$ cat src/rtl/mmio_uart_tx.sv
// mmio_uart_tx: store-bus mapped 8N1 UART transmitter with a byte FIFO and a status word.
module mmio_uart_tx #(
    parameter int          CLK_DIV     = 434,
    parameter logic [31:0] TX_ADDR     = 32'h0000_0C00,
    parameter logic [31:0] STATUS_ADDR = 32'h0000_0C04,
    parameter int          FIFO_DEPTH  = 16
) (
    input  logic        clk,
    input  logic        reset,
    input  logic        MemWrite,
    input  logic [31:0] DataAdr,
    input  logic [31:0] WriteData,
    output logic        status_sel,
    output logic [31:0] status_data,
    output logic        tx,
    output logic        busy
);
    localparam int AW = $clog2(FIFO_DEPTH);
    localparam logic [15:0] BRELOAD = 16'(CLK_DIV - 1);
    typedef enum logic [1:0] {IDLE, START, DATA, STOP} state_t;
    state_t state, state_n;
    logic [7:0] mem [FIFO_DEPTH];
    logic [AW-1:0] wr_ptr, rd_ptr;
    logic [AW:0] count;
    logic overflow, empty, full, push_req, push, pop, clr, tx_n, busy_n;
    logic [15:0] bcnt, bcnt_n;
    logic [2:0] bit_idx, bit_n;
    logic [7:0] shreg, shreg_n;
    logic unused_ok;
    assign unused_ok = ^WriteData[31:8];
    assign push_req = MemWrite && DataAdr == TX_ADDR;
    assign clr = MemWrite && DataAdr == STATUS_ADDR;
    assign empty = count == '0;
    assign full = count == (AW+1)'(FIFO_DEPTH);
    // A push into a full FIFO is dropped even when a pop frees a slot at the same edge.
    assign push = push_req && !full;
    assign pop = state == IDLE && !empty;
    assign status_sel = DataAdr == STATUS_ADDR;
    assign status_data = {28'b0, overflow, busy, full, empty};
    always_ff @(posedge clk) begin
        if (push) mem[wr_ptr] <= WriteData[7:0];
    end
    always_ff @(posedge clk) begin
        if (reset) begin
            wr_ptr <= '0;
            rd_ptr <= '0;
            count <= '0;
            overflow <= 1'b0;
        end else begin
            if (push) wr_ptr <= wr_ptr + 1'b1;
            if (pop) rd_ptr <= rd_ptr + 1'b1;
            count <= count + (AW+1)'(push) - (AW+1)'(pop);
            overflow <= (push_req && full) || (overflow && !clr);
        end
    end
    always_comb begin
        state_n = state;
        bcnt_n = bcnt == '0 ? bcnt : bcnt - 16'd1;
        bit_n = bit_idx;
        shreg_n = shreg;
        case (state)
            IDLE: if (pop) begin
                state_n = START;
                bcnt_n = BRELOAD;
                shreg_n = mem[rd_ptr];
            end
            START: if (bcnt == '0) begin
                state_n = DATA;
                bcnt_n = BRELOAD;
                bit_n = 3'd0;
            end
            DATA: if (bcnt == '0) begin
                bcnt_n = BRELOAD;
                shreg_n = shreg >> 1;
                bit_n = bit_idx + 3'd1;
                if (bit_idx == 3'd7) state_n = STOP;
            end
            STOP: if (bcnt == '0) begin
                state_n = IDLE;
                bcnt_n = '0;
            end
            default: state_n = IDLE;
        endcase
        // tx is registered, so it is derived from the state being entered.
        tx_n = state_n == START ? 1'b0 : state_n == DATA ? shreg_n[0] : 1'b1;
        busy_n = state_n != IDLE;
    end
    always_ff @(posedge clk) begin
        if (reset) begin
            state <= IDLE;
            bcnt <= '0;
            bit_idx <= '0;
            shreg <= '0;
            tx <= 1'b1;
            busy <= 1'b0;
        end else begin
            state <= state_n;
            bcnt <= bcnt_n;
            bit_idx <= bit_n;
            shreg <= shreg_n;
            tx <= tx_n;
            busy <= busy_n;
        end
    end
endmodule

$ cat config.mk
export PLATFORM = sky130hd
export DESIGN_NAME = mmio_uart_tx
export DESIGN_NICKNAME = d
export VERILOG_FILES = /design/src/rtl/mmio_uart_tx.sv
export SDC_FILE = /design/constraint.sdc
export NUM_CORES = 1
export LEC_CHECK = 0
export BUFFER_PORTS_ARGS = -buffer_cell sky130_fd_sc_hd__buf_2
export CAP_MARGIN = 20
export CORE_AREA = 2 2 117 119
export CTS_BUF_LIST = sky130_fd_sc_hd__clkbuf_4
export DETAILED_ROUTE_END_ITERATION = 12
export DIE_AREA = 0 0 119 121
export GPL_ROUTABILITY_DRIVEN = 0
export PLACE_DENSITY_LB_ADDON = 0.05
export SKIP_CTS_REPAIR_TIMING = 1
export SYNTH_ARGS = -nofsm -noshare
export SYNTH_HDL_FRONTEND = slang
export SYNTH_SLANG_ARGS = --single-unit
$ cat constraint.sdc
create_clock -name clk -period 4.6 [get_ports clk]
set_clock_uncertainty 0.15 [all_clocks]
set_input_delay 1.15 -clock clk [delete_from_list [all_inputs] [get_ports clk]]
set_output_delay 1.15 -clock clk [all_outputs]
set_load 0.005 [all_outputs]
==> results of run 1 <==
cell type report:
cell class	instances	area, um^2	area share
clock buffers	18	135	0.0161
clock inverters	13	128	0.0152
inverters	20	75.1	0.00895
multi-input cells	307	2610	0.311
flip-flops and latches	177	4830	0.575
well taps	176	220	0.0262
repair buffers	69	395	0.0471
tightest hold or removal path, cell delays in order, from the launching register on:
cell     delay, ns
dfxtp_1       0.33
o21ai_0       0.07
a21oi_1       0.07
through the flow:
step,power (mW),instances,area [um^2]
2_1_floorplan,3.03,557,7860
3_3_place_gp,3.24,749,8130
3_5_place_dp,3.28,749,8130
4_1_cts,4.10,780,8390
5_1_grt,4.31,780,8390
6_report,4.07,780,8390
registers in the layout (all words and copies together), names as in the netlist, named ones only:
register	flops
bcnt	16
bit_idx	3
busy	1
count	5
mem	128
overflow	1
rd_ptr	4
shreg	8
state	2
tx	1
wr_ptr	4
logic make-up (layout without fill, tap and decap cells):
group           after synthesis  in the layout  synth area share
xor+xnor                     22             22            0.0248
compound gates               57             57            0.0492
fa+ha+maj                    22             22            0.0364
buf+inv                      73            120            0.0551
mux                          49             49             0.118
simple gates                129            129            0.0942
other cells                   1             28          0.000483
flops                       177            177             0.622
placed cells by master (no fill, tap or decap), types with 6 or more instances in the layout:
master and instances:
a211oi_1 11, a21oi_1 9, buf_2 49, buf_4 20
clkbuf_4 18, conb_1 28, dfxtp_1 47, edfxtp_1 128
ha_1 21, inv_1 18, mux2i_1 15, mux4_2 34
nand2_1 14, nor2_1 54, nor3_1 13, nor4_1 6
o21ai_0 9, o22ai_1 9, xnor2_1 6, xor2_1 16
layer usage:
layer  vias up  routed length [um]  global-route usage
li1       2065                   -                   -
met2       110                7520               0.380
met1      2218                6050               0.252
met3        12                 648              0.0522
met4         0                 193              0.0655
met5         -                   0                   0
synthesized netlist by cell type (3+ instances only):
cell type,instances
a211oi_1,11
a21oi_1,9
a22oi_1,3
a31oi_1,5
buf_1,4
buf_2,5
buf_4,33
clkbuf_1,9
dfxtp_1,49
edfxtp_1,128
ha_1,21
inv_1,18
mux2i_1,15
mux4_2,34
nand2_1,14
nand2b_1,5
nand3_1,5
nand4_1,5
nor2_1,54
nor3_1,13
nor4_1,6
o21ai_0,9
o22ai_1,9
or3_1,4
xnor2_1,6
xor2_1,16
worst max-delay path by stage:
stage,start,to,depth (start not counted)
floorplan,DataAdr[13],count[4]$_SDFF_PP0_,12
global placement,DataAdr[1],count[4]$_SDFF_PP0_,13
detailed placement,DataAdr[1],count[4]$_SDFF_PP0_,13
CTS,DataAdr[1],count[4]$_SDFF_PP0_,13
global route,DataAdr[1],count[4]$_SDFF_PP0_,13
finish,DataAdr[1],count[4]$_SDFF_PP0_,13
power by group:
group          switching [mW]  internal [mW]  total (mW)
sequential              0.156           1.82        1.98
clock                   0.544          0.284       0.828
combinational           0.680          0.582        1.26
total                    1.38           2.69        4.07
==> results.tsv, run 1 <==
stage	metric	value	unit
floorplanning	initial core utilization	0.593	
detailed_routing	Post-route DRC	0	
clock_network	clk slew on worst S/H paths	0.14	ns
clock_network	Num CTS Buffers	17	
flow_run	maxcap violations	0	
placed_design	DP HPWL	9620	um
min_path	worst min-delay path category	reg2reg	
synth	synth unique cells	59	
detailed_routing	wire per inst	18.5	um
sta	Max Clock Freq	288	MHz
placed_design	worst setup slack after placement	0.545	ns
sta	hold slack final	0.348	ns
placed_design	IO Port Bufs	49	
floorplanning	# rows	42	
worst_setup_path	worst path cell trace	buf_2 -> nor4_1 -> nand4_1 -> nor4b_4 -> inv_1 -> ha_1 -> inv_1 -> ha_1 -> fa_1 -> a21oi_1 -> nor2_1 -> or3_1 -> a21oi_1	
sta	worst-margin pin slew	0.935	ns
detailed_routing	drt pass-1 iters	4	
finish	Finished Core Util	0.641	
worst_setup_path	reg2reg path depth	14	
pwr	P per Cell Area	485	nW/um^2
worst_setup_path	Critical Path End Type	flip-flop	
detailed_routing	Via Count	4405	
sta	fin. max-slew vios	0	
synth	YS warnings	0	
worst_setup_path	flop-to-flop setup slack	1.50	ns
worst_setup_path	Bufs and invs on worst path	3	
detailed_routing	Via density	5.65	
synth	Syn Area/Cell	14.6	um^2
floorplanning	die footprint	14400	um^2
global_routing	Remaining Overflow, GRT	0	
min_path	worst hold path stage count	2	
clock_network	# H-tree levels	4	
synth	synthesized area	7760	um^2
synth	Most used DFF post-synth	edfxtp_1	
detailed_routing	ANT nets after route	0	
sta	Hold Vio Cnt, Final	0	
clock_network	latest clock arrival within the worst-skew pair	0.56	ns
pwr	Max VDD drop	291	uV
min_path	Endpoint, Worst Hold	bcnt[9]$_SDFF_PP0_	
clock_network	clock root buffer	clkbuf_4	
global_routing	GRT Overall Usage	0.212	
floorplanning	Die Y	121	um
floorplanning	Core ar.	13100	um^2
synth	Post-Synthesis Cells	530	
clock_network	clock sink total	177	
worst_setup_path	CP max FO	3	
sta	fin worst setup slack	1.13	ns
worst_setup_path	slowest stage cell on the critical path	fa_1	
sta	unrepaired setup endpoints after global routing	no	
synth	FFs w/ async S/R, synth	0	
synth	sequential area share after synthesis	0.622	
finish	fill cell count	958	
sta	period utilisation layout	0.755	
finish	share of layout cells above drive strength 1	0.248	
clock_network	clk buf depth	2	
worst_setup_path	Max stage delay on crit path	0.42	ns
global_routing	vias in the first global route	4434	
worst_setup_path	worst flop-to-flop path startpoint	count[3]$_SDFF_PP0_	
worst_setup_path	crit path DAT	3.81	ns
finish	synthesis-to-finish area growth	8.11	%
worst_setup_path	Req. time, crit path	4.93	ns
sta	min Tclk post-route	3.47	ns
global_routing	first-pass GRT wire length	22700	um
detailed_routing	DRT Wirelength	14400	um
clock_network	CTS tree	yes	
sta	Fin Setup TNS	0	ns
synth	Yosys top cell by area	edfxtp_1	
finish	# nets final	681	
sta	final setup fails	0	
worst_setup_path	reg2reg end	count[4]$_SDFF_PP0_	
detailed_routing	Initial DRC Count	310	
floorplanning	I/O pin count	102	
min_path	Hold Crit Start	bcnt[9]$_SDFF_PP0_	
worst_setup_path	Startpoint Class	input port	
synth	Yosys reg bits	177	
sta	Max-Slew Margin vs Limit	0.376	
floorplanning	Die X	119	um
global_routing	initial antenna violation count	0	
global_routing	pin count of the biggest net entering global routing	38	
status	run status	finished, final reports clean	
pwr	leak pwr	2.93	nW
worst_setup_path	delay-heaviest family, CP	simple AND/OR/NAND/NOR gates	
synth	top post-synthesis cells by area	edfxtp_1, dfxtp_1, mux4_2	
synth	Yosys top cell area share	0.495	
finish	Inserted Diodes	0	
worst_setup_path	WS Path Type	in2reg	
synth	Post-synth EDFFs	128	
Power figures use the tool's default switching activity.
==> inputs of run 2 (changes only) <==
Clock period 4.6 ns to 3.33 ns, I/O delays scaled along.
==> results.tsv, run 2 (same netlist as run 1, synthesis figures left out) <==
stage	metric	value	unit
clock_network	clock sink total	177	
pwr	leak pwr	3.00	nW
pwr	Clk pwr share	0.222	
worst_setup_path	Max stage delay on crit path	0.37	ns
worst_setup_path	Critical Path End Type	flip-flop	
status	run status	finished, final reports clean	
detailed_routing	Initial DRC Count	312	
floorplanning	I/O pin count	102	
pwr	P per Cell Area	681	nW/um^2
worst_setup_path	Startpoint Class	input port	
pwr	Comb pwr share	0.315	
global_routing	initial antenna violation count	1	
finish	post-route cell area	8530	um^2
floorplanning	Die Y	121	um
finish	Final Non-Filler Cells	790	
sta	final setup fails	0	
min_path	worst min-delay path category	in2reg	
clock_network	clk buf depth	2	
clock_network	latest clock arrival within the worst-skew pair	0.58	ns
detailed_routing	ANT nets after route	0	
worst_setup_path	most frequent CP cell	inv_1	
finish	# nets final	689	
global_routing	first-pass GRT wire length	23100	um
worst_setup_path	Req. time, crit path	3.67	ns
detailed_routing	Via Count	4414	
placed_design	Cell Area, Placed	8210	um^2
pwr	Internal	3.91	mW
sta	Max Clock Freq	325	MHz
finish	share of layout cells above drive strength 1	0.266	
sta	Max-Slew Margin vs Limit	0.377	
flow_run	maxcap violations	0	
placed_design	DP HPWL	9870	um
pwr	P_sw	1.89	mW
clock_network	clk slew on worst S/H paths	0.12	ns
sta	Fin Setup TNS	0	ns
sta	period utilisation layout	0.924	
floorplanning	initial core utilization	0.593	
pwr	Max VDD drop	358	uV
worst_setup_path	WS Path Type	in2reg	
detailed_routing	Via density	5.59	
floorplanning	die footprint	14400	um^2
worst_setup_path	CP max FO	3	
finish	synthesis-to-finish area growth	9.87	%
sta	worst-margin pin slew	0.933	ns
pwr	Flop pwr share	0.463	
detailed_routing	drt pass-1 iters	4	
finish	most frequent cells in the layout	edfxtp_1, nor2_1, buf_2	
finish	Largest regs	mem (128), bcnt (16), shreg (8)	
global_routing	pin count of the biggest net entering global routing	30	
finish	Reg with most FFs	mem	
placed_design	IO Port Bufs	49	
worst_setup_path	worst path cell trace	buf_2 -> nor4_1 -> nand4_1 -> nor4b_4 -> inv_1 -> ha_1 -> inv_1 -> ha_2 -> fa_2 -> a21oi_2 -> nor2_1 -> or3_1 -> a21oi_1	
finish	commonest non-fill, non-tap cell in the layout	edfxtp_1	
global_routing	GRT Overall Usage	0.216	
floorplanning	Die X	119	um
sta	Hold Vio Cnt, Final	0	
detailed_routing	wire per inst	18.1	um
placed_design	placed insts	757	
worst_setup_path	slowest stage cell on the critical path	fa_2	
clock_network	# H-tree levels	4	
global_routing	vias in the first global route	4449	
pwr	Tot Pwr	5.80	mW
sta	fin. max-slew vios	0	
floorplanning	Core ar.	13100	um^2
clock_network	Num CTS Buffers	17	
worst_setup_path	crit path DAT	3.42	ns
sta	min Tclk post-route	3.08	ns
clock_network	clock root buffer	clkbuf_4	
detailed_routing	Post-route DRC	0	
finish	max FFs per register	128	
global_routing	Remaining Overflow, GRT	0	
sta	unrepaired setup endpoints after global routing	no	
pwr	switching part of the total power	0.326	
clock_network	CTS tree	yes	
detailed_routing	DRT Wirelength	14300	um
floorplanning	# rows	42	
-- run 2: cell count changes in the layout (fill, tap and decap cells not counted), sizes merged --
cell    before  now
diode        0    1
buf         69   77
clkbuf      18   19
bufinv       1    3
clkinv       3    2
inv         27   26
-- run 2: final cells by class --
type | count | area, um^2
inverters | 20 | 75.1
flip-flops and latches | 177 | 4830
well taps | 176 | 220
multi-input cells | 307 | 2620
diodes | 1 | 2.50
repair buffers | 77 | 468
clock inverters | 13 | 174
clock buffers | 19 | 143
fillers | 962 | 4560
-- run 2: metal layers --
metal  track usage  up-vias  wire length (um)
met3        0.0555       22               636
met4        0.0900        0               288
met2         0.369       85              7430
met1         0.264     2223              5910
met5             0        -                 0
li1              -     2084                 -
-- run 2: final timing paths --
kind                                          start                  end  slack [ns]  cells past startpoint
worst max-delay path                    DataAdr[17]  count[4]$_SDFF_PP0_        0.25                     13
worst min-delay path                     DataAdr[2]  overflow$_SDFF_PP0_        0.33                      2
worst max register to register  count[2]$_SDFF_PP0_  count[4]$_SDFF_PP0_        0.30                     14
worst min register to register   bcnt[9]$_SDFF_PP0_   bcnt[9]$_SDFF_PP0_        0.36                      2
-- run 2: power by group through the flow --
stage               logic (mW)  registers, mW  clock network [mW]
CTS                       1.85           2.69                1.33
floorplan                 1.53           2.66                   0
finish                    1.83           2.69                1.29
detailed placement        1.84           2.74                   0
global route              2.06           2.72                1.41
global placement          1.79           2.74                   0
-- run 2: metrics by stage --
step	worst slack (ns)	util	hold slack, ns
after global placement	-0.225	0.627	0.328
after floorplan	-0.207	-	0.305
after detailed placement	-0.394	0.627	0.332
final	0.252	0.652	0.331
after CTS	0.222	0.651	0.277
after global routing	0.119	0.652	0.294
-- run 2: critical path, delay by kind of cell --
kind / cells / cell delay, ns
simple gates: 5 / 1.29
buf+inv: 3 / 0.21
fa+ha+maj: 3 / 0.83
compound gates: 2 / 0.27
==> inputs of run 3 (changes only) <==
Settings changed: CTS_CLUSTER_SIZE from default to 14, REMOVE_ABC_BUFFERS from default to 1.
==> results.tsv, run 3 (same netlist as run 1, synthesis figures left out) <==
stage	metric	value	unit
worst_setup_path	WS Path Type	in2reg	
clock_network	# H-tree levels	4	
floorplanning	initial core utilization	0.593	
detailed_routing	Initial DRC Count	318	
worst_setup_path	Req. time, crit path	3.68	ns
pwr	P per Cell Area	665	nW/um^2
sta	min Tclk post-route	3.11	ns
worst_setup_path	Setup crit start	DataAdr[5]	
sta	Hold Vio Cnt, Final	0	
finish	# nets final	689	
clock_network	clock root buffer	clkbuf_4	
detailed_routing	Via Count	4377	
finish	max FFs per register	128	
flow_run	maxcap violations	0	
floorplanning	I/O pin count	102	
global_routing	pin count of the biggest net entering global routing	24	
placed_design	Cell Area, Placed	8190	um^2
floorplanning	die footprint	14400	um^2
global_routing	vias in the first global route	4381	
detailed_routing	DRT Wirelength	14000	um
worst_setup_path	reg2reg path depth	14	
floorplanning	Die X	119	um
floorplanning	# rows	42	
min_path	worst min-delay path category	in2reg	
pwr	Max VDD drop	357	uV
floorplanning	Die Y	121	um
worst_setup_path	crit path DAT	3.46	ns
placed_design	DP HPWL	9870	um
global_routing	initial antenna violation count	1	
sta	period utilisation layout	0.934	
finish	post-route cell area	8460	um^2
detailed_routing	wire per inst	17.7	um
sta	Max Clock Freq	321	MHz
clock_network	Num CTS Buffers	17	
detailed_routing	drt pass-1 iters	5	
finish	Reg with most FFs	mem	
sta	Max-Slew Margin vs Limit	0.408	
finish	most frequent cells in the layout	edfxtp_1, nor2_1, buf_2	
clock_network	latest clock arrival within the worst-skew pair	0.57	ns
global_routing	first-pass GRT wire length	22800	um
clock_network	clock sink total	177	
worst_setup_path	flop-to-flop setup slack	0.24	ns
worst_setup_path	Critical Path End Type	flip-flop	
finish	synthesis-to-finish area growth	8.96	%
detailed_routing	ANT nets after route	0	
global_routing	GRT Overall Usage	0.212	
finish	share of layout cells above drive strength 1	0.261	
worst_setup_path	CP max FO	2	
detailed_routing	Post-route DRC	0	
sta	fin. max-slew vios	0	
sta	worst-margin pin slew	0.887	ns
sta	unrepaired setup endpoints after global routing	no	
worst_setup_path	reg2reg end	count[4]$_SDFF_PP0_	
clock_network	clk slew on worst S/H paths	0.14	ns
clock_network	clk buf depth	2	
detailed_routing	Via density	5.54	
worst_setup_path	worst flop-to-flop path startpoint	count[3]$_SDFF_PP0_	
global_routing	Remaining Overflow, GRT	0	
finish	Largest regs	mem (128), bcnt (16), shreg (8)	
worst_setup_path	end of the critical path	count[4]$_SDFF_PP0_	
sta	Fin Setup TNS	0	ns
finish	commonest non-fill, non-tap cell in the layout	edfxtp_1	
pwr	leak pwr	2.98	nW
placed_design	IO Port Bufs	49	
status	run status	finished, final reports clean	
worst_setup_path	Startpoint Class	input port	
floorplanning	Core ar.	13100	um^2
clock_network	CTS tree	yes	
sta	final setup fails	0	
-- run 3: cell types whose count changed in the layout (fill, tap and decap cells not counted), sizes merged --
| cell | before | now |
|---|---|---|
| bufinv | 3 | 0 |
| clkbuf | 19 | 17 |
| inv | 26 | 29 |
| clkinv | 2 | 4 |
-- run 3: through the flow --
stage          worst slack (ns)  power [mW]  hold slack [ns]  std cells   util
2_1_floorplan            -0.242        4.07            0.305        504      -
3_3_place_gp             -0.264        4.51            0.326        757  0.626
3_5_place_dp             -0.325        4.56            0.327        757  0.626
4_1_cts                   0.249        5.68            0.263        789  0.646
5_1_grt                  0.0324        5.99            0.268        790  0.646
6_report                  0.219        5.62            0.313        790  0.646
-- run 3: power breakdown --
part	leakage (nW)	switching, mW	internal, mW
logic	1.28	0.949	0.837
clock network	0.145	0.797	0.334
registers	1.55	0.190	2.52
total	2.98	1.94	3.69
-- run 3: worst max-delay path, cell delays in order --
cell and delay (ns):
buf_2 0.10, nor4_1 0.30, nand4_1 0.24, nor4b_4 0.32
inv_1 0.07, ha_1 0.28, inv_1 0.04, ha_1 0.20
fa_1 0.40, a21oi_1 0.14, nor2_1 0.07, or3_1 0.34
a21oi_1 0.15
-- run 3: how the worst min path moves through the flow --
stage | start | to | slack [ns] | cells after the start
floorplan | bcnt[9]$_SDFF_PP0_ | bcnt[9]$_SDFF_PP0_ | 0.30 | 2
global placement | bcnt[9]$_SDFF_PP0_ | bcnt[9]$_SDFF_PP0_ | 0.33 | 2
finish | DataAdr[2] | overflow$_SDFF_PP0_ | 0.31 | 2
CTS | DataAdr[2] | overflow$_SDFF_PP0_ | 0.26 | 2
global route | DataAdr[2] | overflow$_SDFF_PP0_ | 0.27 | 2
detailed placement | bcnt[9]$_SDFF_PP0_ | bcnt[9]$_SDFF_PP0_ | 0.33 | 2
-- run 3: final cells by class --
class | count | area (um^2)
Antenna cell | 1 | 2.50
Inverter | 20 | 75.1
Timing Repair Buffer | 77 | 455
Clock inverter | 15 | 140
Sequential cell | 177 | 4830
Fill cell | 956 | 4630
Multi-Input combinational cell | 307 | 2610
Tap cell | 176 | 220
Clock buffer | 17 | 128
-- run 3: per-layer routing --
layer  wire (um)  GRT usage
met5           0          0
met1        5830      0.259
met2        7440      0.376
met3         613     0.0390
met4         134     0.0833
